$ cat config.mk
export PLATFORM = sky130hd
export DESIGN_NAME = pc_ctrl
export DESIGN_NICKNAME = d
export VERILOG_FILES = /design/src/rtl/pc_ctrl_pkg.sv /design/src/rtl/pc_ctrl_flush_timer.sv /design/src/rtl/pc_ctrl.sv
export SDC_FILE = /design/constraint.sdc
export NUM_CORES = 1
export LEC_CHECK = 0
export ABC_AREA = 1
export CELL_PAD_IN_SITES_DETAIL_PLACEMENT = 1
export CELL_PAD_IN_SITES_GLOBAL_PLACEMENT = 2
export CORE_ASPECT_RATIO = 1.2
export CORE_MARGIN = 2
export CORE_UTILIZATION = 29
export DETAILED_ROUTE_END_ITERATION = 10
export GPL_ROUTABILITY_DRIVEN = 0
export PLACE_DENSITY_LB_ADDON = 0.1
export SETUP_SLACK_MARGIN = 0.15
export SYNTH_ARGS = -nofsm -noshare
export SYNTH_HDL_FRONTEND = slang
export SYNTH_SLANG_ARGS = --single-unit
$ cat constraint.sdc
create_clock -name clk -period 2.72 [get_ports clk]
set_input_delay 0.544 -clock clk [delete_from_list [all_inputs] [get_ports clk]]
set_output_delay 0.544 -clock clk [all_outputs]
set_load 0.02 [all_outputs]
$ cat src/rtl/pc_ctrl_pkg.sv
// Shared types and constants for the program-counter / fetch sequencer.
package pc_ctrl_pkg;

    typedef enum logic [1:0] {
        IDLE  = 2'd0,
        FETCH = 2'd1,
        FLUSH = 2'd2,
        HALT  = 2'd3
    } pc_state_t;

    localparam int unsigned FLUSH_CNT_W    = 3;
    localparam int unsigned REDIRECT_CNT_W = 16;

    // The timer counts down to zero, so a depth of D is loaded as D-1.
    function automatic logic [FLUSH_CNT_W-1:0] flush_load_val(
        input logic [FLUSH_CNT_W-1:0] depth
    );
        return depth - 1'b1;
    endfunction

endpackage

$ cat src/rtl/pc_ctrl_flush_timer.sv
// Squash-window timer: holds busy for `depth` cycles after a load pulse.
module flush_timer
    import pc_ctrl_pkg::*;
(
    input  logic                   clk,
    input  logic                   rst_n,
    input  logic                   load,
    input  logic [FLUSH_CNT_W-1:0] depth,
    output logic                   busy,
    output logic                   done
);

    logic [FLUSH_CNT_W-1:0] cnt_q, cnt_d;
    logic                   busy_q, busy_d;

    always_comb begin
        cnt_d  = cnt_q;
        busy_d = busy_q;
        if (load) begin
            cnt_d  = flush_load_val(depth);
            busy_d = 1'b1;
        end else if (busy_q) begin
            if (cnt_q == '0) begin
                busy_d = 1'b0;
            end else begin
                cnt_d = cnt_q - 1'b1;
            end
        end
    end

    always_ff @(posedge clk or negedge rst_n) begin
        if (!rst_n) begin
            cnt_q  <= '0;
            busy_q <= 1'b0;
        end else begin
            cnt_q  <= cnt_d;
            busy_q <= busy_d;
        end
    end

    assign busy = busy_q;
    // Last cycle of the window: the owner returns to fetching on the next edge.
    assign done = busy_q && (cnt_q == '0);

endmodule

$ cat src/rtl/pc_ctrl.sv
// PC and fetch sequencer with taken-branch redirect and fixed-length squash window.
// Optional redirect counter output when PC_CTRL_PERF_EN is defined.
module pc_ctrl
    import pc_ctrl_pkg::*;
#(
    parameter int unsigned       ADDR_W      = 16,
    parameter logic [ADDR_W-1:0] RESET_PC    = 16'h0000,
    parameter int unsigned       FLUSH_DEPTH = 2
) (
    input  logic              clk,
    input  logic              rst_n,
    output logic              imem_req,
    output logic [ADDR_W-1:0] imem_addr,
    input  logic              imem_ack,
    input  logic              stall,
    input  logic              halt,
    input  logic              jmp_true,
    input  logic [ADDR_W-1:0] jmp_target,
    output logic              if_valid,
    output logic [ADDR_W-1:0] if_pc,
    output logic              flush,
    output logic              halted
`ifdef PC_CTRL_PERF_EN
    ,
    output logic [REDIRECT_CNT_W-1:0] redirect_cnt
`endif
);

    localparam logic [FLUSH_CNT_W-1:0] FlushDepth = FLUSH_DEPTH[FLUSH_CNT_W-1:0];
    localparam logic [ADDR_W-1:0]      PcOne      = ADDR_W'(1);

    pc_state_t         state_q, state_d;
    logic [ADDR_W-1:0] pc_q, pc_d;
    logic              if_valid_q, if_valid_d;
    logic [ADDR_W-1:0] if_pc_q, if_pc_d;
    logic              halted_q, halted_d;

    logic              flush_load;
    logic              flush_busy;
    logic              flush_done;
    logic              fetch_acc;
    logic              redirect;

    flush_timer u_flush_timer (
        .clk   (clk),
        .rst_n (rst_n),
        .load  (flush_load),
        .depth (FlushDepth),
        .busy  (flush_busy),
        .done  (flush_done)
    );

    assign imem_req  = (state_q == FETCH) && !stall;
    assign imem_addr = pc_q;
    assign fetch_acc = imem_req && imem_ack;

    always_comb begin
        state_d    = state_q;
        pc_d       = pc_q;
        if_valid_d = 1'b0;
        if_pc_d    = if_pc_q;
        flush_load = 1'b0;
        redirect   = 1'b0;
        unique case (state_q)
            IDLE: begin
                state_d = FETCH;
            end
            FETCH: begin
                // Redirect beats halt and fetch; a same-cycle ack is dropped.
                if (jmp_true) begin
                    pc_d       = jmp_target;
                    state_d    = FLUSH;
                    flush_load = 1'b1;
                    redirect   = 1'b1;
                end else if (halt) begin
                    state_d = HALT;
                end else if (fetch_acc) begin
                    pc_d       = pc_q + PcOne;
                    if_valid_d = 1'b1;
                    if_pc_d    = pc_q;
                end
            end
            FLUSH: begin
                if (flush_busy && flush_done) begin
                    state_d = FETCH;
                end
            end
            HALT: begin
                state_d = HALT;
            end
            default: begin
                state_d = IDLE;
            end
        endcase
        halted_d = (state_d == HALT);
    end

    always_ff @(posedge clk or negedge rst_n) begin
        if (!rst_n) begin
            state_q    <= IDLE;
            pc_q       <= RESET_PC;
            if_valid_q <= 1'b0;
            if_pc_q    <= RESET_PC;
            halted_q   <= 1'b0;
        end else begin
            state_q    <= state_d;
            pc_q       <= pc_d;
            if_valid_q <= if_valid_d;
            if_pc_q    <= if_pc_d;
            halted_q   <= halted_d;
        end
    end

    assign if_valid = if_valid_q;
    assign if_pc    = if_pc_q;
    assign flush    = flush_busy;
    assign halted   = halted_q;

`ifdef PC_CTRL_PERF_EN
    logic [REDIRECT_CNT_W-1:0] redirect_cnt_q, redirect_cnt_d;

    always_comb begin
        redirect_cnt_d = redirect_cnt_q;
        if (redirect && (redirect_cnt_q != {REDIRECT_CNT_W{1'b1}})) begin
            redirect_cnt_d = redirect_cnt_q + 1'b1;
        end
    end

    always_ff @(posedge clk or negedge rst_n) begin
        if (!rst_n) begin
            redirect_cnt_q <= '0;
        end else begin
            redirect_cnt_q <= redirect_cnt_d;
        end
    end

    assign redirect_cnt = redirect_cnt_q;
`else
    logic unused_redirect;
    assign unused_redirect = redirect;
`endif

endmodule
==> flow_metrics.env <==
export IMPL_place_port_buffers=57
export IMPL_post_drt_via_cell_ratio=4.694
export IMPL_die_h_um=98.83
export IMPL_design_final_nets=367
export IMPL_post_cts_buffers=0
export IMPL_remaining_drc_errors=0
export IMPL_required_ns=2.18
export IMPL_ys_async_sr_fraction_pct=100.0
export IMPL_clkSlewWorstSetupHoldPaths_ns=0.08
export IMPL_reg2reg_setup_slack_ns=1.10
export IMPL_cpMostUsedCell="clkdlybuf4s50_1"
export IMPL_antenna_found_initial=0
export IMPL_cts_max_path_buffers=2
export IMPL_floorplan_die_area_mm2=0.008205
export IMPL_placeableCoreArea_mm2=0.007274
export IMPL_grt_setup_unrepaired="no"
export IMPL_irDropWorstVdd_mv=0.3239
export IMPL_clock_insertion_delay_worst_skew_ns=0.29
export IMPL_htree_levels=2
export IMPL_timing_fmax_ghz=0.4358
export IMPL_area_of_the_mapped_netlist_mm2=0.002173
export IMPL_grt_total_usage_pct=15.78
export IMPL_synth_fp_nets=309
export IMPL_slew_viols_final=0
export IMPL_timing_max_slew_rel_slack_pct=37.19
export IMPL_worstSetupStartpoint="stall"
export IMPL_critical_path_cell_chain="clkdlybuf4s50_1 -> nor2_4 -> clkdlybuf4s50_1"
export IMPL_drt_first_iter_violations=41
export IMPL_diode_insertion_count_for_antenna_repair=0
export IMPL_postSynthAreaPerCell_um2=7.653
export IMPL_finalClockSkew_ns=0.004240
export IMPL_place_area_mm2=0.002793
export IMPL_max_cap_viol_count=0
export IMPL_period_minus_slack_ns=2.295
export IMPL_cp_start_kind="input port"
export IMPL_cts_hold_buffers=0
export IMPL_grt_start_max_net_pins=41
export IMPL_worst_pin_slew_ns=0.9422
export IMPL_timing_final_crit_share_pct=84.37
export IMPL_root_buffer="clkbuf_8"
export IMPL_hpwl_um=4612
export IMPL_tritoncts_num_buffers=5
export IMPL_flops_latches_synth=40
export IMPL_count_of_flip_flops_with_a_built_in_enable_after_synthesis=0
export IMPL_routed_wire_length_per_instance_um=14.21
export IMPL_post_cts_resized=0
export IMPL_die_w_um=83.03
export IMPL_endpoint_kind="output port"
export IMPL_reg2reg_to="if_pc[6]"
export IMPL_path_type_of_the_worst_setup_path="in -> out"
export IMPL_nFillCells=866
export IMPL_row_count=34
export IMPL_synth_cell_types=26
export IMPL_worstPathMaxFanout=2
export IMPL_cp_top_family="buffers and inverters"
export IMPL_wire_length_of_the_first_global_routing_pass_um=10450
export IMPL_setup_viol=0
export IMPL_r2r_start="state_q[1]"
export IMPL_drt_pass1_iter_count=4
export IMPL_synthToLayoutAreaGrowth_pct=32.07
export IMPL_power_density_cell_area_mw_per_mm2=836.8
export IMPL_p_leak_nw=1.341
export IMPL_layout_common_cells="nand2_1 (95), clkdlybuf4s50_1 (56), dfrtp_1 (40), nor2_1 (32), inv_1 (27)"
export IMPL_floorplan_initialDensity_pct=29.88
export IMPL_setup_total_negative_slack_ns=0
export IMPL_post_route_cell_area_mm2=0.002870
export IMPL_synthFlopType="dfrtp_1"
export IMPL_layout_commonest_cell="nand2_1"
export IMPL_worst_endpoint_arrival_ns=1.75
export IMPL_via_count=2028
export IMPL_floorplan_io_pins=58
export IMPL_report_final_hold_viol_count=0
export IMPL_postSynthCellCount=284
export IMPL_rr_worst_depth=7
export IMPL_critical_path_n_buffers_inverters=2
export IMPL_crit_slowest_cell="clkdlybuf4s50_1"
export IMPL_clkSinkCount=40
export IMPL_cts_tree="yes"
export IMPL_run_status="complete, no violations"
export IMPL_gr_total_overflow=0
export IMPL_number_of_global_route_vias_before_repair=2144
export IMPL_worst_hold_path_class="in -> async"
export IMPL_synth_yosys_seq_area_share_pct=46.06
export IMPL_wirelength_um=6138
export IMPL_final_layout_size_suffix_gt1_share_pct=6.140
export IMPL_yosys_warnings=0
export IMPL_critPathMaxStageDelay_ns=0.61
export IMPL_antenna_violating_nets_post_route=0
synthesized netlist by cell type, drive strengths merged (2+ instances only):
cell type | n | share of area, %
inv | 28 | 4.8
a21oi | 8 | 1.8
nor2 | 35 | 6.9
o211ai | 2 | 0.69
nand3 | 20 | 5.2
nand2 | 97 | 17
a31oi | 3 | 1.2
nand4 | 4 | 1.2
ha | 3 | 1.7
o21ai | 18 | 4.1
or2 | 2 | 0.58
dfrtp | 40 | 46
o21a | 11 | 3.8
buf | 9 | 3.9
power breakdown:
part | internal, W | leakage (nW) | switching [W] | total [W]
clock | 0.000175 | 0.0410 | 0.000204 | 0.000379
sequential | 0.000770 | 0.500 | 0.000226 | 0.000996
combinational | 0.000456 | 0.799 | 0.000571 | 0.00103
total | 0.00140 | 1.34 | 0.00100 | 0.00240
layer usage:
layer  wire (um)  track usage (%)  part of all wire (%)  vias up
li1            -                -                     -     1016
met3         210            2.848                   3.4        5
met4          57            3.783                  0.93        0
met2        3105            28.29                    51       41
met5           0                0                     0        -
met1        2765            19.65                    45      966
metrics by stage:
stage / power (W) / cells / hold slack (ns) / utilization (%) / worst slack [ns]
after global routing: 0.002603 / 432 / 0.4742 / 39.46 / 0.3923
after detailed placement: 0.002055 / 425 / 0.4814 / 38.39 / 0.4228
after CTS: 0.002445 / 432 / 0.4380 / 39.46 / 0.4194
after floorplan: 0.001528 / 284 / 0.2484 / - / 1.248
final: 0.002402 / 432 / 0.3911 / 39.46 / 0.4251
after global placement: 0.002043 / 425 / 0.4765 / 38.39 / 0.4332
final cells by class:
class	instances	area [um^2]	share of cell area, %
Multi-Input combinational cell	206	978.4	34.09
Timing Repair Buffer	61	595.6	20.75
Inverter	28	105.1	3.662
Tap cell	90	112.6	3.923
Sequential cell	40	1001	34.87
Clock inverter	1	5.005	0.1744
Clock buffer	6	72.57	2.528
flip-flops by register name, indices dropped and copies added (netlist names):
| signal | count |
|---|---|
| halted | 1 |
| if_pc | 16 |
| if_valid | 1 |
| imem_addr | 16 |
| state_q | 2 |
| u_flush_timer.busy | 1 |
| u_flush_timer.cnt_q | 3 |
worst max-delay path by stage:
stage	to	slack [ns]	cells after the start
global route	imem_req	0.39	3
global placement	imem_req	0.43	3
finish	imem_req	0.43	3
CTS	imem_req	0.42	3
detailed placement	imem_req	0.42	3
floorplan	imem_addr[3]	1.25	7
cells by family (layout without fill, tap and decap cells):
logic type      Yosys count  in the layout  synth area share [%]
simple gates            160            160                 31.26
compound gates           42             42                 11.63
flops                    40             40                 46.06
buf+inv                  38             96                 8.923
fa+ha+maj                 3              3                 1.727
xor+xnor                  1              1                0.4031
No activity file was read; power rests on OpenSTA's default activity.
